`src/rtl/wb_pkg.sv`:
```
// Shared constants and helpers for the register-file writeback front end.
// Optional forwarding build: define WB_BYPASS_EN (see regfile_writeback.sv).
package wb_pkg;

   localparam int         REG_ADDR_W = 5;
   localparam logic [4:0] REG_ZERO   = 5'd0;

   // Index width for an n-entry selector; a single source still needs one bit.
   function automatic int idx_w(input int n);
      return (n > 1) ? $clog2(n) : 1;
   endfunction

endpackage

```
`src/rtl/wb_rr_arbiter.sv`:
```
// Round-robin arbiter: one-hot grant plus encoded index, pointer advances past the winner.
module wb_rr_arbiter
   import wb_pkg::*;
#(
   parameter int NUM_SRC = 3,
   parameter int IDX_W   = idx_w(NUM_SRC)
) (
   input  logic               clk,
   input  logic               resetn,
   input  logic [NUM_SRC-1:0] req,
   output logic [NUM_SRC-1:0] gnt,
   output logic [IDX_W-1:0]   gnt_idx,
   output logic               gnt_vld
);

   logic [IDX_W-1:0] rr_ptr;

   // Scan from rr_ptr, wrapping, and take the first requester.
   always_comb begin
      int p;
      gnt     = '0;
      gnt_idx = '0;
      gnt_vld = 1'b0;
      p       = 0;
      for (int k = 0; k < NUM_SRC; k++) begin
         p = int'(rr_ptr) + k;
         if (p >= NUM_SRC) p = p - NUM_SRC;
         if (!gnt_vld && req[p]) begin
            gnt[p]  = 1'b1;
            gnt_idx = IDX_W'(p);
            gnt_vld = 1'b1;
         end
      end
   end

   always_ff @(posedge clk or negedge resetn) begin
      if (!resetn) begin
         rr_ptr <= '0;
      end else if (gnt_vld) begin
         rr_ptr <= (int'(gnt_idx) == NUM_SRC - 1) ? '0 : gnt_idx + 1'b1;
      end
   end

endmodule

```
`src/rtl/regfile_writeback.sv`:
```
// Arbitrates execution-unit results onto the register-file write port and tracks busy destinations.
// Define WB_BYPASS_EN to let issue consume wd in the write cycle instead of waiting one cycle.
module regfile_writeback
   import wb_pkg::*;
#(
   parameter int NUM_SRC        = 3,
   parameter int REGISTER_WIDTH = 32,
   parameter int REGISTER_DEPTH = 32
) (
   input  logic                              clk,
   input  logic                              resetn,
   input  logic                              issue_valid,
   input  logic [REG_ADDR_W-1:0]             issue_rd,
   output logic                              issue_ready,
   input  logic [NUM_SRC-1:0]                src_valid,
   output logic [NUM_SRC-1:0]                src_ready,
   input  logic [NUM_SRC*REG_ADDR_W-1:0]     src_rd,
   input  logic [NUM_SRC*REGISTER_WIDTH-1:0] src_data,
   output logic                              we,
   output logic [REG_ADDR_W-1:0]             A3,
   output logic [REGISTER_WIDTH-1:0]         wd,
   input  logic [REG_ADDR_W-1:0]             chk_rs1,
   input  logic [REG_ADDR_W-1:0]             chk_rs2,
   output logic                              rs1_busy,
   output logic                              rs2_busy,
   output logic                              fwd1_hit,
   output logic                              fwd2_hit
);

   localparam int IDX_W = idx_w(NUM_SRC);

   logic [REGISTER_DEPTH-1:0] busy;
   logic [REGISTER_DEPTH-1:0] busy_nxt;
   logic [NUM_SRC-1:0]        gnt_p0;
   logic [IDX_W-1:0]          gnt_idx_p0;
   logic                      vld_p0;
   logic [REG_ADDR_W-1:0]     sel_rd_p0;
   logic [REGISTER_WIDTH-1:0] sel_data_p0;
   logic                      issue_fire;
   logic                      set_on_a3;

   // ---- stage p0: reservation, arbitration and result select ----
   assign issue_ready = resetn & ((issue_rd == REG_ZERO) | ~busy[issue_rd]);
   assign issue_fire  = issue_valid & issue_ready & (issue_rd != REG_ZERO);

   wb_rr_arbiter #(
      .NUM_SRC (NUM_SRC),
      .IDX_W   (IDX_W)
   ) u_arb (
      .clk     (clk),
      .resetn  (resetn),
      .req     (src_valid & {NUM_SRC{resetn}}),
      .gnt     (gnt_p0),
      .gnt_idx (gnt_idx_p0),
      .gnt_vld (vld_p0)
   );

   assign src_ready   = gnt_p0;
   assign sel_rd_p0   = src_rd[int'(gnt_idx_p0)*REG_ADDR_W +: REG_ADDR_W];
   assign sel_data_p0 = src_data[int'(gnt_idx_p0)*REGISTER_WIDTH +: REGISTER_WIDTH];

   // ---- stage p1: write port register (never stalls) ----
   always_ff @(posedge clk or negedge resetn) begin
      if (!resetn) begin
         we <= 1'b0;
         A3 <= '0;
         wd <= '0;
      end else begin
         we <= vld_p0 & (sel_rd_p0 != REG_ZERO);
         if (vld_p0 && sel_rd_p0 != REG_ZERO) begin
            A3 <= sel_rd_p0;
            wd <= sel_data_p0;
         end
      end
   end

   // Clear for the retiring write first, so a same-edge reservation of that rd wins.
   always_comb begin
      busy_nxt = busy;
      if (we) busy_nxt[A3] = 1'b0;
      if (issue_fire) busy_nxt[issue_rd] = 1'b1;
   end

   always_ff @(posedge clk or negedge resetn) begin
      if (!resetn) busy <= '0;
      else         busy <= busy_nxt;
   end

   assign set_on_a3 = issue_fire & (issue_rd == A3);

`ifdef WB_BYPASS_EN
   assign fwd1_hit = we & (A3 != REG_ZERO) & (chk_rs1 == A3) & ~set_on_a3;
   assign fwd2_hit = we & (A3 != REG_ZERO) & (chk_rs2 == A3) & ~set_on_a3;
`else
   assign fwd1_hit = 1'b0;
   assign fwd2_hit = 1'b0;
`endif

   assign rs1_busy = (chk_rs1 != REG_ZERO) & busy[chk_rs1] & ~fwd1_hit;
   assign rs2_busy = (chk_rs2 != REG_ZERO) & busy[chk_rs2] & ~fwd2_hit;

endmodule

```
`config.mk`:
```
export PLATFORM = sky130hd
export DESIGN_NAME = regfile_writeback
export DESIGN_NICKNAME = d
export VERILOG_FILES = /design/src/rtl/wb_pkg.sv /design/src/rtl/wb_rr_arbiter.sv /design/src/rtl/regfile_writeback.sv
export SDC_FILE = /design/constraint.sdc
export NUM_CORES = 1
export LEC_CHECK = 0
export BUFFER_PORTS_ARGS = -buffer_cell sky130_fd_sc_hd__buf_2
export CAP_MARGIN = 20
export CORE_ASPECT_RATIO = 0.6
export CORE_MARGIN = 10
export CORE_UTILIZATION = 40
export DETAILED_ROUTE_END_ITERATION = 7
export GPL_TIMING_DRIVEN = 1
export PLACE_DENSITY = 0.78
export SYNTH_ARGS = -nofsm -noshare
export SYNTH_HDL_FRONTEND = slang
export SYNTH_SLANG_ARGS = --single-unit
```
`constraint.sdc`:
```
create_clock -name clk -period 6.6 [get_ports clk]
set_clock_uncertainty 0.15 [all_clocks]
set_input_delay 1.32 -clock clk [delete_from_list [all_inputs] [get_ports clk]]
set_output_delay 1.32 -clock clk [all_outputs]
set_load 0.02 [all_outputs]
```
After elaboration in Yosys (flattened, before gate mapping)
Cells that the tools add are included.
W data, S select, Z words.
{ "op_classes": {"n_addsub": 6, "multipliers": 1, "n_lt_le_gt_ge": 15, "eq_ne": 1, "shift": 2, "n_mux": 40, "n_bitwise": 14, "reduce_logical": 15} }
{ "op_table": {"columns": ["cell", "count"], "rows": [
  ["$mux W32", 5],
  ["$ge A32 B1 Y1 const B", 3],
  ["$lt A32 B4 Y1 const B", 3],
  ["$shiftx A96 B8 Y32", 1],
  ["$ge A32 B3 Y1 const B", 2],
  ["$sub A32 B3 Y32 const B", 2],
  ["$and A32 B32 Y32", 1],
  ["$not A32 Y32", 1],
  ["$or A32 B32 Y32", 1],
  ["$lt A5 B6 Y1 const B", 4],
  ["$reduce_bool A5 Y1", 4],
  ["$mux W1", 17],
  ["$bmux W1 S5", 3],
  ["$shiftx A15 B6 Y5", 1],
  ["$demux W1 S5", 2],
  ["$ge A5 B1 Y1 const B", 2],
  ["$mux W3", 3],
  ["$logic_and A1 B1 Y1", 8],
  ["$mux W2", 4],
  ["$and A1 B1 Y1", 6],
  ["$bmux W1 S2", 3],
  ["$demux W1 S2", 3],
  ["$or A3 B3 Y3", 2],
  ["$logic_not A5 Y1", 1],
  ["other kinds (11)", 12]
]} }
{ "word_totals": {"regBits": 72, "in_bits": 132, "out_inout_bits": 46, "word_cells": 99} }

Depth between registers and ports, before layout
Gate-level depths: netlist of the first run.
{ "logic_depth": {"ltp_word": 16, "mapped_depth": 12} }

Modules after synthesis
From an unflattened synthesis of the first run, not the netlist that was laid out.
{ "hier_totals": {"cells_unflattened": 469, "area_unflattened_um2": 5038.6} }
{ "modules_own_cells": {"columns": ["module", "n_inst", "cells_each", "area_per_inst_um2", "seq_area_each_um2"], "rows": [
  ["regfile_writeback", 1, 416, 4603.2, 1751.7],
  ["wb_rr_arbiter", 1, 53, 435.4, 50.0]
]} }

Worst setup path before layout of the first run
No wires, ideal clock.
{ "synth_timing": {"path_type": "input to output", "start": "input issue_rd[0]", "end": "output issue_ready", "arrival_ns": 3.079, "path_slack_ns": 2.051, "cell_stages": 7, "n_path_buf": 1, "path_cell_list": "clkbuf_1 mux4_2 inv_1 o22ai_1 nor4_1 nor2_1 nor2_1"} }
{ "synth_via": {"elab_chain_cells": 5, "elab_cells_between_ends": 6, "cone_classes": "mux (2); bitwise (3); reduce/logical (1)"} }
{ "synth_lines": {"columns": ["item", "line_no", "source"], "rows": [
  ["start, declared", "regfile_writeback.sv:13", "input logic [REG_ADDR_W-1:0] issue_rd,"],
  ["$bmux W1 S5", "regfile_writeback.sv:43", "assign issue_ready = resetn & ((issue_rd == REG_ZERO) | ~busy[issue_rd]);"],
  ["$mux W1 (implied by the code)", "regfile_writeback.sv:43", null],
  ["$not A1 Y1", "regfile_writeback.sv:43", null],
  ["$or A1 B1 Y1 (*)", "regfile_writeback.sv:43", null],
  ["$and A1 B1 Y1 (*)", "regfile_writeback.sv:43", null],
  ["end, declared", "regfile_writeback.sv:14", "output logic issue_ready,"]
]} }
Every way passes the cells marked *; elsewhere a longest branch is shown, timed or not. The select of a mux whose other input is x is not followed.

Final worst setup path of the first run
{ "layout_timing": {"start": "input resetn", "end": "register wd[14]"} }
{ "layout_via": {"elab_chain_cells": 15, "elab_cells_between_ends": 25, "cone_classes": "mul (1); shift (2); mux (15); bitwise (1); reduce/logical (6)"} }
{ "layout_lines": {"columns": ["item", "line_no", "source"], "rows": [
  ["start, declared", "regfile_writeback.sv:11", "input logic resetn,"],
  ["$and A3 B3 Y3 (*)", "regfile_writeback.sv:52", ".req (src_valid & {NUM_SRC{resetn}}),"],
  ["$bmux W1 S2", "wb_rr_arbiter.sv:28", "if (!gnt_vld && req[p]) begin"],
  ["$mux W1 (implied by the code) (2 in series)", "wb_rr_arbiter.sv:28", null],
  ["$mux W1", "wb_rr_arbiter.sv:28", null],
  ["$logic_not A1 Y1", "wb_rr_arbiter.sv:28", null],
  ["$logic_and A1 B1 Y1", "wb_rr_arbiter.sv:28", null],
  ["$mux W1", "wb_rr_arbiter.sv:28", null],
  ["$logic_not A1 Y1", "wb_rr_arbiter.sv:28", null],
  ["$logic_and A1 B1 Y1", "wb_rr_arbiter.sv:28", null],
  ["$mux W2", "wb_rr_arbiter.sv:28", null],
  ["$mul A2 B3 Y5", "regfile_writeback.sv:59", "assign sel_rd_p0 = src_rd[int'(gnt_idx_p0)*REG_ADDR_W +: REG_ADDR_W];"],
  ["$shiftx A15 B6 Y5", "regfile_writeback.sv:59", null],
  ["$reduce_bool A5 Y1", "regfile_writeback.sv:70", "if (vld_p0 && sel_rd_p0 != REG_ZERO) begin"],
  ["$logic_and A1 B1 Y1", "regfile_writeback.sv:70", null],
  ["end signal, assigned", "regfile_writeback.sv:72", "wd <= sel_data_p0;"],
  ["end, declared", "regfile_writeback.sv:21", "output logic [REGISTER_WIDTH-1:0] wd,"]
]} }
Marked as above.
A chain may end at the register's enable or synchronous reset.

==> results.sh, run 1 <==
export IMPL_vias_per_cell=5.713
export IMPL_r2r_cells=11
export IMPL_first_pass_iters=5
export IMPL_cts_root_buf="clkbuf_16"
export IMPL_grt_pass1_wl_um=23900
export IMPL_netlist_instances=442
export IMPL_cts_buffer_depth=2
export IMPL_start_util_pct=40.99
export IMPL_clk_latency_ps=320
export IMPL_synth_top_cell_area_share_pct=38.91
export IMPL_yosysWarningCount=0
export IMPL_p_per_area_mw_per_mm2=460.6
export IMPL_pwr_share_comb_pct=49.7
export IMPL_yosysMostFrequentCell="o21ai_0"
export IMPL_routed_wl_um=15220
export IMPL_fin_setup_tns_ps=0
export IMPL_post_route_period_util_pct=72.39
export IMPL_num_rows=30
export IMPL_fin_crit_ps=4778
export IMPL_crit_path_start_kind="input pin"
export IMPL_seq_area_frac_synth_pct=38.91
export IMPL_cap_violations=0
export IMPL_synthFlopType="dfrtp_1"
export IMPL_required_ps=6650
export IMPL_synth_edf_count=0
export IMPL_design_area_mm2=0.005941
export IMPL_setup_viol=0
export IMPL_relSlewSlack_pct=40.28
export IMPL_fin_nets=745
export IMPL_final_layout_size_suffix_gt1_share_pct=38.50
export IMPL_antenna_found_initial=0
export IMPL_power_total_mw=2.736
export IMPL_rr_startpoint="u_arb.rr_ptr[0]"
export IMPL_die_height_um=103.3
export IMPL_synth_area_leaders="dfrtp_1 (39%), mux4_2 (13%), o21ai_0 (11%)"
export IMPL_die_area_mm2=0.01642
export IMPL_seqCellArea_mm2=0.001802
export IMPL_clock_power_share_pct=18.7
export IMPL_maxSlewViolCount=0
export IMPL_yosys_area_top_type="dfrtp_1"
export IMPL_clkTransAtPathRegs_ps=60
export IMPL_worstSetupEndpoint="wd[14]"
export IMPL_leakage_nw=2.577
export IMPL_netlist_area_mm2=0.004631
export IMPL_synth_seq_cells=72
export IMPL_htree_num_levels=3
export IMPL_hold_buffers=0
export IMPL_pin_count=178
export IMPL_cts_buffers=9
export IMPL_async_flop_share_pct=100.0
export IMPL_placedCellCount=758
export IMPL_post_cts_buffers=0
export IMPL_r2r_end="wd[14]"
export IMPL_end_kind="flop"
export IMPL_core_area_mm2=0.01130
export IMPL_startpoint="resetn"
export IMPL_cp_max_fo=43
export IMPL_hold_path_class="reg2reg"
export IMPL_drtIter0Drc=342
export IMPL_final_cells=773
export IMPL_areaGrowthSynthToFinish_pct=28.29
export IMPL_ir_worst_vdd_mv=0.2335
export IMPL_net_switching_power_mw=1.143
export IMPL_grt_max_degree=66
export IMPL_die_w_um=158.9
export IMPL_rrSetupSlack_ps=2490
export IMPL_diodes=0
export IMPL_avgSynthCellArea_um2=10.48
export IMPL_ant_nets=0
export IMPL_routedWlPerCell_um=19.69
export IMPL_io_buffers=175
export IMPL_drc=0
export IMPL_rsz0062_at_grt="no"
export IMPL_worst_pin_slew_ps=892.6
export IMPL_ys_types=44
export IMPL_worstPathArrival_ps=4830
export IMPL_vias=4416
export IMPL_path_class="in2reg"
export IMPL_cts_tree="built"
export IMPL_p_sw_share_pct=41.77
export IMPL_multi_input_area_mm2=0.002674
export IMPL_synth_common_cells="o21ai_0 (102), dfrtp_1 (72), nand2_1 (48)"
export IMPL_p_int_mw=1.593
export IMPL_first_global_vias=4544
export IMPL_dpl_cell_area_mm2=0.005630
export IMPL_seq_power_share_pct=31.6
export IMPL_cts_sinks=72
export IMPL_grt_remaining_overflow=0
export IMPL_hold_violations=0
export IMPL_place_congestion=0.9590
export IMPL_grtUsageTotal_pct=18.14
export IMPL_hpwlAfterDp_um=11880
export IMPL_fmaxAchievable_mhz=209.3
export IMPL_cts_resized=0
export IMPL_fill_cells=999
export IMPL_status="completed"
[metrics by stage]
step	hold slack [ps]	setup WS (ps)	utilization [%]
after floorplan	302.8	2051	-
after global placement	316.0	1647	49.83
after detailed placement	319.1	1457	49.83
after CTS	331.6	1805	52.58
after global routing	352.7	1509	52.58
final	329.0	1822	52.58
[power by group through the flow]
stage          logic (mW)  registers, mW  clock network (mW)
3_5_place_dp         1.36          0.863                   0
5_1_grt              1.48          0.899               0.544
3_3_place_gp         1.31          0.844                   0
4_1_cts              1.36          0.858               0.521
6_report             1.36          0.863               0.512
2_1_floorplan       0.841          0.952                   0
[how the worst min path moves through the flow]
stage,startpoint,endpoint,slack [ps],cells past startpoint
finish,wd[13],wd[13],330,1
global route,wd[23],wd[23],350,1
CTS,wd[13],wd[13],330,1
detailed placement,wd[12],wd[12],320,1
global placement,wd[12],wd[12],320,1
floorplan,busy[0],busy[0],300,1
[logic make-up (layout without fill, tap and decap cells)]
group	count (synthesis)	after routing	synth area share, %
compound gates	129	129	15.35
fa+ha+maj	4	4	1.081
buf+inv	37	207	3.756
flops	72	72	38.91
mux	102	102	30.15
other cells	1	2	0.08098
simple gates	97	97	10.67
[worst max-delay path: stages]
cell and delay [ps]:
buf_2 100, buf_4 440, inv_1 170, o32ai_2 500, nand4bb_1 300, nand2_2 70, buf_4 310, mux2i_1 180
a211o_1 340, nand2_2 660, mux2_1 390
[routing by layer]
| layer | vias up | track usage (%) | wire length, µm |
|---|---|---|---|
| met3 | 30 | 6.047 | 1423 |
| met5 | - | 0 | 0 |
| met1 | 2159 | 20.76 | 5866 |
| met4 | 0 | 7.796 | 416 |
| li1 | 1979 | - | - |
| met2 | 248 | 31.11 | 7517 |
[flip-flops by register name, summed over array words and instances (netlist names)]
name and cells:
u_arb.rr_ptr 2, A3 5, we 1, wd 32, busy 32
[cell type report]
cell class	count	share of cell area, %
Clock buffer	9	3.791
Inverter	13	0.8214
Sequential cell	72	30.33
Multi-Input combinational cell	334	45.01
Clock inverter	6	1.432
Tap cell	160	3.370
Timing Repair Buffer	179	15.25
[layout by cell type (no fill, tap or decap), types with 4 or more instances in the layout]
cell type  instances
a21oi_1            5
a31oi_1            4
buf_2            175
buf_4              4
clkbuf_16          9
dfrtp_1           72
ha_1               4
inv_1             13
mux2_1            36
mux2_2             4
mux2i_1           36
mux4_2            26
nand2_1           47
nand3_1            4
nand3b_1          10
nor2_1            12
o21ai_0          102
o22ai_1            7
or3b_2             5
No activity file was read; power rests on OpenSTA's default activity.
==> run 2, diff against run 1 <==
--- a/config.mk
+++ b/config.mk
@@ -5,6 +5,7 @@
 export SDC_FILE = /design/constraint.sdc
 export NUM_CORES = 1
 export LEC_CHECK = 0
+export ABC_AREA = 1
 export BUFFER_PORTS_ARGS = -buffer_cell sky130_fd_sc_hd__buf_2
 export CAP_MARGIN = 20
 export CORE_ASPECT_RATIO = 0.6
@@ -12,7 +13,7 @@
 export CORE_UTILIZATION = 40
 export DETAILED_ROUTE_END_ITERATION = 7
 export GPL_TIMING_DRIVEN = 1
-export PLACE_DENSITY = 0.78
+export PLACE_DENSITY = 0.77
 export SYNTH_ARGS = -nofsm -noshare
 export SYNTH_HDL_FRONTEND = slang
 export SYNTH_SLANG_ARGS = --single-unit
==> constraint.sdc (replaced) <==
create_clock -name clk -period 4.6 [get_ports clk]
set_clock_uncertainty 0.15 [all_clocks]
set_input_delay 0.92 -clock clk [delete_from_list [all_inputs] [get_ports clk]]
set_output_delay 0.92 -clock clk [all_outputs]
set_load 0.02 [all_outputs]
==> run 2 against run 1 <==
Count of clock-buffer cells in the layout unchanged. Cell count increased by 39%. Utilization decreased by 0.53 points. Worst hold slack improved by 7.9 ps.
==> results.sh, run 2 <==
export IMPL_areaGrowthSynthToFinish_pct=25.13
export IMPL_r2r_cells=16
export IMPL_p_per_area_mw_per_mm2=769.7
export IMPL_core_area_mm2=0.01226
export IMPL_cts_buffers=9
export IMPL_synthXorXnorAreaFrac_pct=0
export IMPL_rsz0062_at_grt="no"
export IMPL_routedWlPerCell_um=17.09
export IMPL_vias=5900
export IMPL_placedCellCount=1057
export IMPL_cp_max_fo=16
export IMPL_netlist_instances=751
export IMPL_p_int_mw=2.380
export IMPL_start_util_pct=41.60
export IMPL_cts_tree="built"
export IMPL_fin_crit_ps=3552
export IMPL_yosysWarningCount=0
export IMPL_gr_max_usage_layer="met2"
export IMPL_reg_top3="busy (32), wd (32), A3 (5)"
export IMPL_power_total_mw=4.911
export IMPL_grt_max_degree=60
export IMPL_seq_area_frac_synth_pct=35.34
export IMPL_vias_per_cell=5.493
export IMPL_num_rows=31
export IMPL_post_route_period_util_pct=77.21
export IMPL_cts_root_buf="clkbuf_16"
export IMPL_design_area_mm2=0.006380
export IMPL_ant_nets=0
export IMPL_synthFlopType="dfrtp_1"
export IMPL_grtUsageTotal_pct=20.21
export IMPL_cts_buffer_depth=2
export IMPL_cts_resized=0
export IMPL_routed_wl_um=18350
export IMPL_leakage_nw=3.149
export IMPL_die_area_mm2=0.01781
export IMPL_maxSlewViolCount=0
export IMPL_drc=0
export IMPL_worstPathArrival_ps=2480
export IMPL_hold_ws_ps=336.9
export IMPL_synth_common_cells="nand2_1 (164), o21ai_0 (161), nand3_1 (99)"
export IMPL_antenna_found_initial=1
export IMPL_synth_edf_count=0
export IMPL_grt_remaining_overflow=0
export IMPL_avgSynthCellArea_um2=6.789
export IMPL_hold_buffers=0
export IMPL_final_layout_size_suffix_gt1_share_pct=25.22
export IMPL_ys_types=32
export IMPL_synth_seq_cells=72
export IMPL_netlist_area_mm2=0.005099
export IMPL_hpwlAfterDp_um=14360
export IMPL_fin_util_pct=52.05
export IMPL_use_met3_pct=7.914
export IMPL_startpoint="issue_rd[0]"
export IMPL_yosys_area_share_adder_pct=0.9816
export IMPL_synthSimpleGateAreaFrac_pct=31.34
export IMPL_grt_pass1_wl_um=30170
export IMPL_end_kind="primary output"
export IMPL_crit_path_start_kind="input pin"
export IMPL_async_flop_share_pct=100.0
export IMPL_htree_num_levels=3
export IMPL_fmaxAchievable_mhz=281.6
export IMPL_die_w_um=165.8
export IMPL_clkTransAtPathRegs_ps=60
export IMPL_net_switching_power_mw=2.531
export IMPL_die_height_um=107.5
export IMPL_setup_viol=0
export IMPL_dpl_cell_area_mm2=0.006057
export IMPL_final_cell_mix="buf_2 (174), nand2_1 (164), o21ai_0 (161)"
export IMPL_final_cells=1074
export IMPL_cts_sinks=72
export IMPL_pwr_share_comb_pct=59.1
export IMPL_io_buffers=175
export IMPL_cap_violations=0
export IMPL_p_sw_share_pct=51.53
export IMPL_met2_usage_pct=29.07
export IMPL_path_class="in2out"
export IMPL_seq_power_share_pct=25.6
export IMPL_clk_latency_ps=330
export IMPL_grt_use_met1_pct=27.97
export IMPL_rr_startpoint="u_arb.rr_ptr[0]"
export IMPL_final_common_cell="buf_2"
export IMPL_drtIter0Drc=486
export IMPL_worst_pin_slew_ps=750.0
export IMPL_fin_setup_tns_ps=0
export IMPL_fin_nets=1039
export IMPL_synth_area_leaders="dfrtp_1 (35%), o21ai_0 (16%), nand2_1 (12%)"
export IMPL_yosys_area_top_type="dfrtp_1"
export IMPL_muxShareOfSynthArea_pct=0
export IMPL_yosysMostFrequentCell="nand2_1"
export IMPL_synth_compound_area_share_pct=23.58
export IMPL_pin_count=178
export IMPL_place_congestion=0.9766
export IMPL_relSlewSlack_pct=50.00
export IMPL_timing_final_ws_setup_ps=1048
export IMPL_status="completed"
export IMPL_first_pass_iters=5
export IMPL_hold_path_class="in2async"
export IMPL_dp_slack_ps=772.4
export IMPL_post_cts_buffers=0
export IMPL_ir_worst_vdd_mv=0.3700
export IMPL_clock_power_share_pct=15.3
export IMPL_hold_violations=0
export IMPL_first_global_vias=5669
export IMPL_synth_top_cell_area_share_pct=35.34
export IMPL_required_ps=3530
export IMPL_synth_top_family_by_area="simple AND/OR/NAND/NOR gates"
[run 2: layer usage]
| metal | share of wire (%) | routed length (µm) |
|---|---|---|
| met5 | 0 | 0 |
| met1 | 45 | 8287 |
| met3 | 11 | 2043 |
| met2 | 43 | 7820 |
| met4 | 1.1 | 198 |
[run 2: logic make-up after synthesis]
kind of cell	Yosys count
AOI/OAI and AO/OA	221
adders and majority gates	4
buffers and inverters	102
DFF	72
other	1
and+or+nand+nor	351
[run 2: worst max-delay path, cell delays in order]
cell,delay [ps]
buf_2,100
inv_1,50
nand2_1,50
inv_1,240
a22oi_1,230
nand2_1,70
nand2_1,70
nand4_1,120
nor3_1,210
inv_1,70
a21boi_0,150
buf_2,200
[run 2: worst paths after layout]
check	slack (ps)	to
hold / removal	340	u_arb.rr_ptr[0]
setup reg to reg	1090	wd[3]
hold reg to reg	340	wd[7]
setup / recovery	1050	issue_ready
min in group clk	340	wd[7]
max in group asynchronous	2760	busy[21]
[run 2: power groups by stage]
stage                     combinational [mW]  sequential (mW)  clock [mW]
after global placement                  2.84             1.25           0
after detailed placement                2.89             1.26           0
final                                   2.90             1.26       0.752
after global routing                    3.26             1.30       0.798
after CTS                               2.89             1.25       0.764
after floorplan                         1.93             1.38           0
[run 2: area by class of cell]
type,instances,area (µm²)
fill,1243,5877
multi-input combinational,578,2858
sequential,72,1802
timing repair buffer,188,988.4
clock buffer,9,225.2
tap,165,206.4
inverter,54,202.7
clock inverter,7,95.09
antenna,1,2.502
==> run 3, diff against run 2 <==
--- a/config.mk
+++ b/config.mk
@@ -5,7 +5,7 @@
 export SDC_FILE = /design/constraint.sdc
 export NUM_CORES = 1
 export LEC_CHECK = 0
-export ABC_AREA = 1
+export ABC_AREA = 0
 export BUFFER_PORTS_ARGS = -buffer_cell sky130_fd_sc_hd__buf_2
 export CAP_MARGIN = 20
 export CORE_ASPECT_RATIO = 0.6
@@ -13,7 +13,7 @@
 export CORE_UTILIZATION = 40
 export DETAILED_ROUTE_END_ITERATION = 7
 export GPL_TIMING_DRIVEN = 1
-export PLACE_DENSITY = 0.77
+export PLACE_DENSITY = 0.81
 export SYNTH_ARGS = -nofsm -noshare
 export SYNTH_HDL_FRONTEND = slang
 export SYNTH_SLANG_ARGS = --single-unit
==> constraint.sdc (replaced) <==
create_clock -name clk -period 3.1 [get_ports clk]
set_clock_uncertainty 0.15 [all_clocks]
set_input_delay 0.62 -clock clk [delete_from_list [all_inputs] [get_ports clk]]
set_output_delay 0.62 -clock clk [all_outputs]
set_load 0.02 [all_outputs]
==> run 3 against run 2 <==
The flow now finishes with violations (negative setup slack). Utilization rose by 8.3 points. Global-route usage rose by 0.77 points. Sequential power rose by 51%. Worst hold slack got worse by 2.1 ps. Die area fell by 7.8%. Sequential share of layout area fell by 1.8 points. Critical path type is now reg2reg. Largest power group unchanged.
==> results.sh, run 3 (same netlist as run 1, synthesis figures left out) <==
export IMPL_first_pass_iters=5
export IMPL_setup_viol=36
export IMPL_slowest_delay_ps=430
export IMPL_worstSetupEndpoint="A3[0]"
export IMPL_rrSetupSlack_ps=-180
export IMPL_pin_count=178
export IMPL_dpl_cell_area_mm2=0.005939
export IMPL_cts_sinks=72
export IMPL_cts_buffers=9
export IMPL_rsz0062_at_grt="yes"
export IMPL_fmaxAchievable_mhz=305.0
export IMPL_cap_violations=0
export IMPL_startpoint="u_arb.rr_ptr[1]"
export IMPL_min_path_cells=1
export IMPL_hold_violations=0
export IMPL_drc=0
export IMPL_routedWlPerCell_um=21.75
export IMPL_die_area_mm2=0.01642
export IMPL_cts_root_buf="clkbuf_16"
export IMPL_vias_per_cell=5.676
export IMPL_place_congestion=1.069
export IMPL_fin_nets=801
export IMPL_grtUsageTotal_pct=20.99
export IMPL_r2r_cells=12
export IMPL_htree_num_levels=3
export IMPL_dp_slack_ps=-219.9
export IMPL_die_height_um=103.3
export IMPL_maxSlewViolCount=0
export IMPL_timing_final_ws_setup_ps=-178.7
export IMPL_drtIter0Drc=303
export IMPL_ant_nets=0
export IMPL_final_layout_size_suffix_gt1_share_pct=50.00
export IMPL_worstPathCellList="inv_2 -> ha_4 -> mux2i_2 -> o22ai_2 -> nand4bb_4 -> a31oi_2 -> a21oi_2 -> o41ai_4 -> nand2_4 -> buf_4 -> buf_16 -> mux2_1"
export IMPL_cp_max_fo=9
export IMPL_required_ps=3170
export IMPL_power_total_mw=6.971
export IMPL_hold_path_class="reg2reg"
export IMPL_final_cell_mix="buf_2 (168), o21ai_0 (97), dfrtp_1 (71)"
export IMPL_reg_top3="busy (32), wd (32), A3 (5)"
export IMPL_first_global_vias=5011
export IMPL_num_rows=30
export IMPL_core_area_mm2=0.01130
export IMPL_antenna_found_initial=0
export IMPL_crit_path_start_kind="flop"
export IMPL_clkTransAtPathRegs_ps=60
export IMPL_cts_buffer_depth=2
export IMPL_diodes=0
export IMPL_clk_latency_ps=340
export IMPL_hpwlAfterDp_um=12950
export IMPL_cts_tree="built"
export IMPL_areaGrowthSynthToFinish_pct=47.34
export IMPL_die_w_um=158.9
export IMPL_ir_worst_vdd_mv=0.4114
export IMPL_path_class="reg2reg"
export IMPL_p_per_area_mw_per_mm2=1022
export IMPL_rr_startpoint="u_arb.rr_ptr[1]"
export IMPL_grt_remaining_overflow=0
export IMPL_violations="negative setup slack"
export IMPL_post_route_period_util_pct=105.8
export IMPL_worstPathArrival_ps=3350
export IMPL_r2r_end="A3[0]"
export IMPL_io_buffers=175
export IMPL_routed_wl_um=18010
export IMPL_leakage_nw=2.998
export IMPL_status="finished, violations left"
export IMPL_worst_pin_slew_ps=892.9
export IMPL_end_kind="flop"
export IMPL_crit_slowest_cell="dfrtp_2"
export IMPL_final_common_cell="buf_2"
export IMPL_design_area_mm2=0.006823
export IMPL_vias=4700
export IMPL_fin_crit_ps=3279
export IMPL_relSlewSlack_pct=40.47
export IMPL_grt_max_degree=71
export IMPL_start_util_pct=40.99
export IMPL_grt_pass1_wl_um=27310
run 3: through the flow:
step | setup TNS (ps) | utilization, % | cells | hold slack [ps]
6_report | -5887 | 60.39 | 828 | 334.7
4_1_cts | -2262 | 59.52 | 825 | 337.8
3_3_place_gp | -3473 | 52.57 | 791 | 283.3
5_1_grt | -7795 | 60.39 | 828 | 350.0
2_1_floorplan | 0 | - | 443 | 174.4
3_5_place_dp | -6946 | 52.57 | 791 | 284.3
run 3: timing repair:
action,CTS,global route
pin swaps,5,4
setup endpoints to repair,40,39
resized for setup,61,19
cloned,4,1
endpoints found under the hold margin,2,0
buffers inserted,15,4
hold buffers,1,0
run 3: worst max-delay path, delay by kind of cell (launching register included):
kind | cells | cell delay (ps)
adders and majority gates | 1 | 190
DFF | 1 | 430
and+or+nand+nor | 2 | 470
AOI/OAI and AO/OA | 4 | 950
buffers and inverters | 3 | 410
muxes | 2 | 570
run 3: worst min-delay path by stage:
stage,from,to,slack [ps]
3_5_place_dp,resetn,u_arb.rr_ptr[0],280
2_1_floorplan,resetn,A3[0],170
6_report,wd[22],wd[22],330
5_1_grt,wd[8],wd[8],350
4_1_cts,wd[19],wd[19],340
3_3_place_gp,resetn,u_arb.rr_ptr[0],280
run 3: cell type report:
cell class,count,area (µm²)
clock buffer,10,229.0
clock inverter,4,47.55
fill,929,4476
inverter,13,48.80
multi-input combinational,334,2959
sequential,72,1803
tap,160,200.2
timing repair buffer,235,1535
run 3: per-layer routing:
metal / vias to the layer above / share of wire (%) / global-route usage, %
li1: 2103 / - / -
met1: 2298 / 39 / 24.69
met2: 265 / 48 / 35.94
met3: 34 / 11 / 7.866
met4: 0 / 2.0 / 5.599
met5: - / 0 / 0
run 3: power breakdown:
| part | switching, mW | total (mW) | internal (mW) |
|---|---|---|---|
| clock network | 0.382 | 0.993 | 0.611 |
| registers | 0.464 | 1.90 | 1.43 |
| logic | 2.03 | 4.08 | 2.05 |
| total | 2.88 | 6.97 | 4.09 |
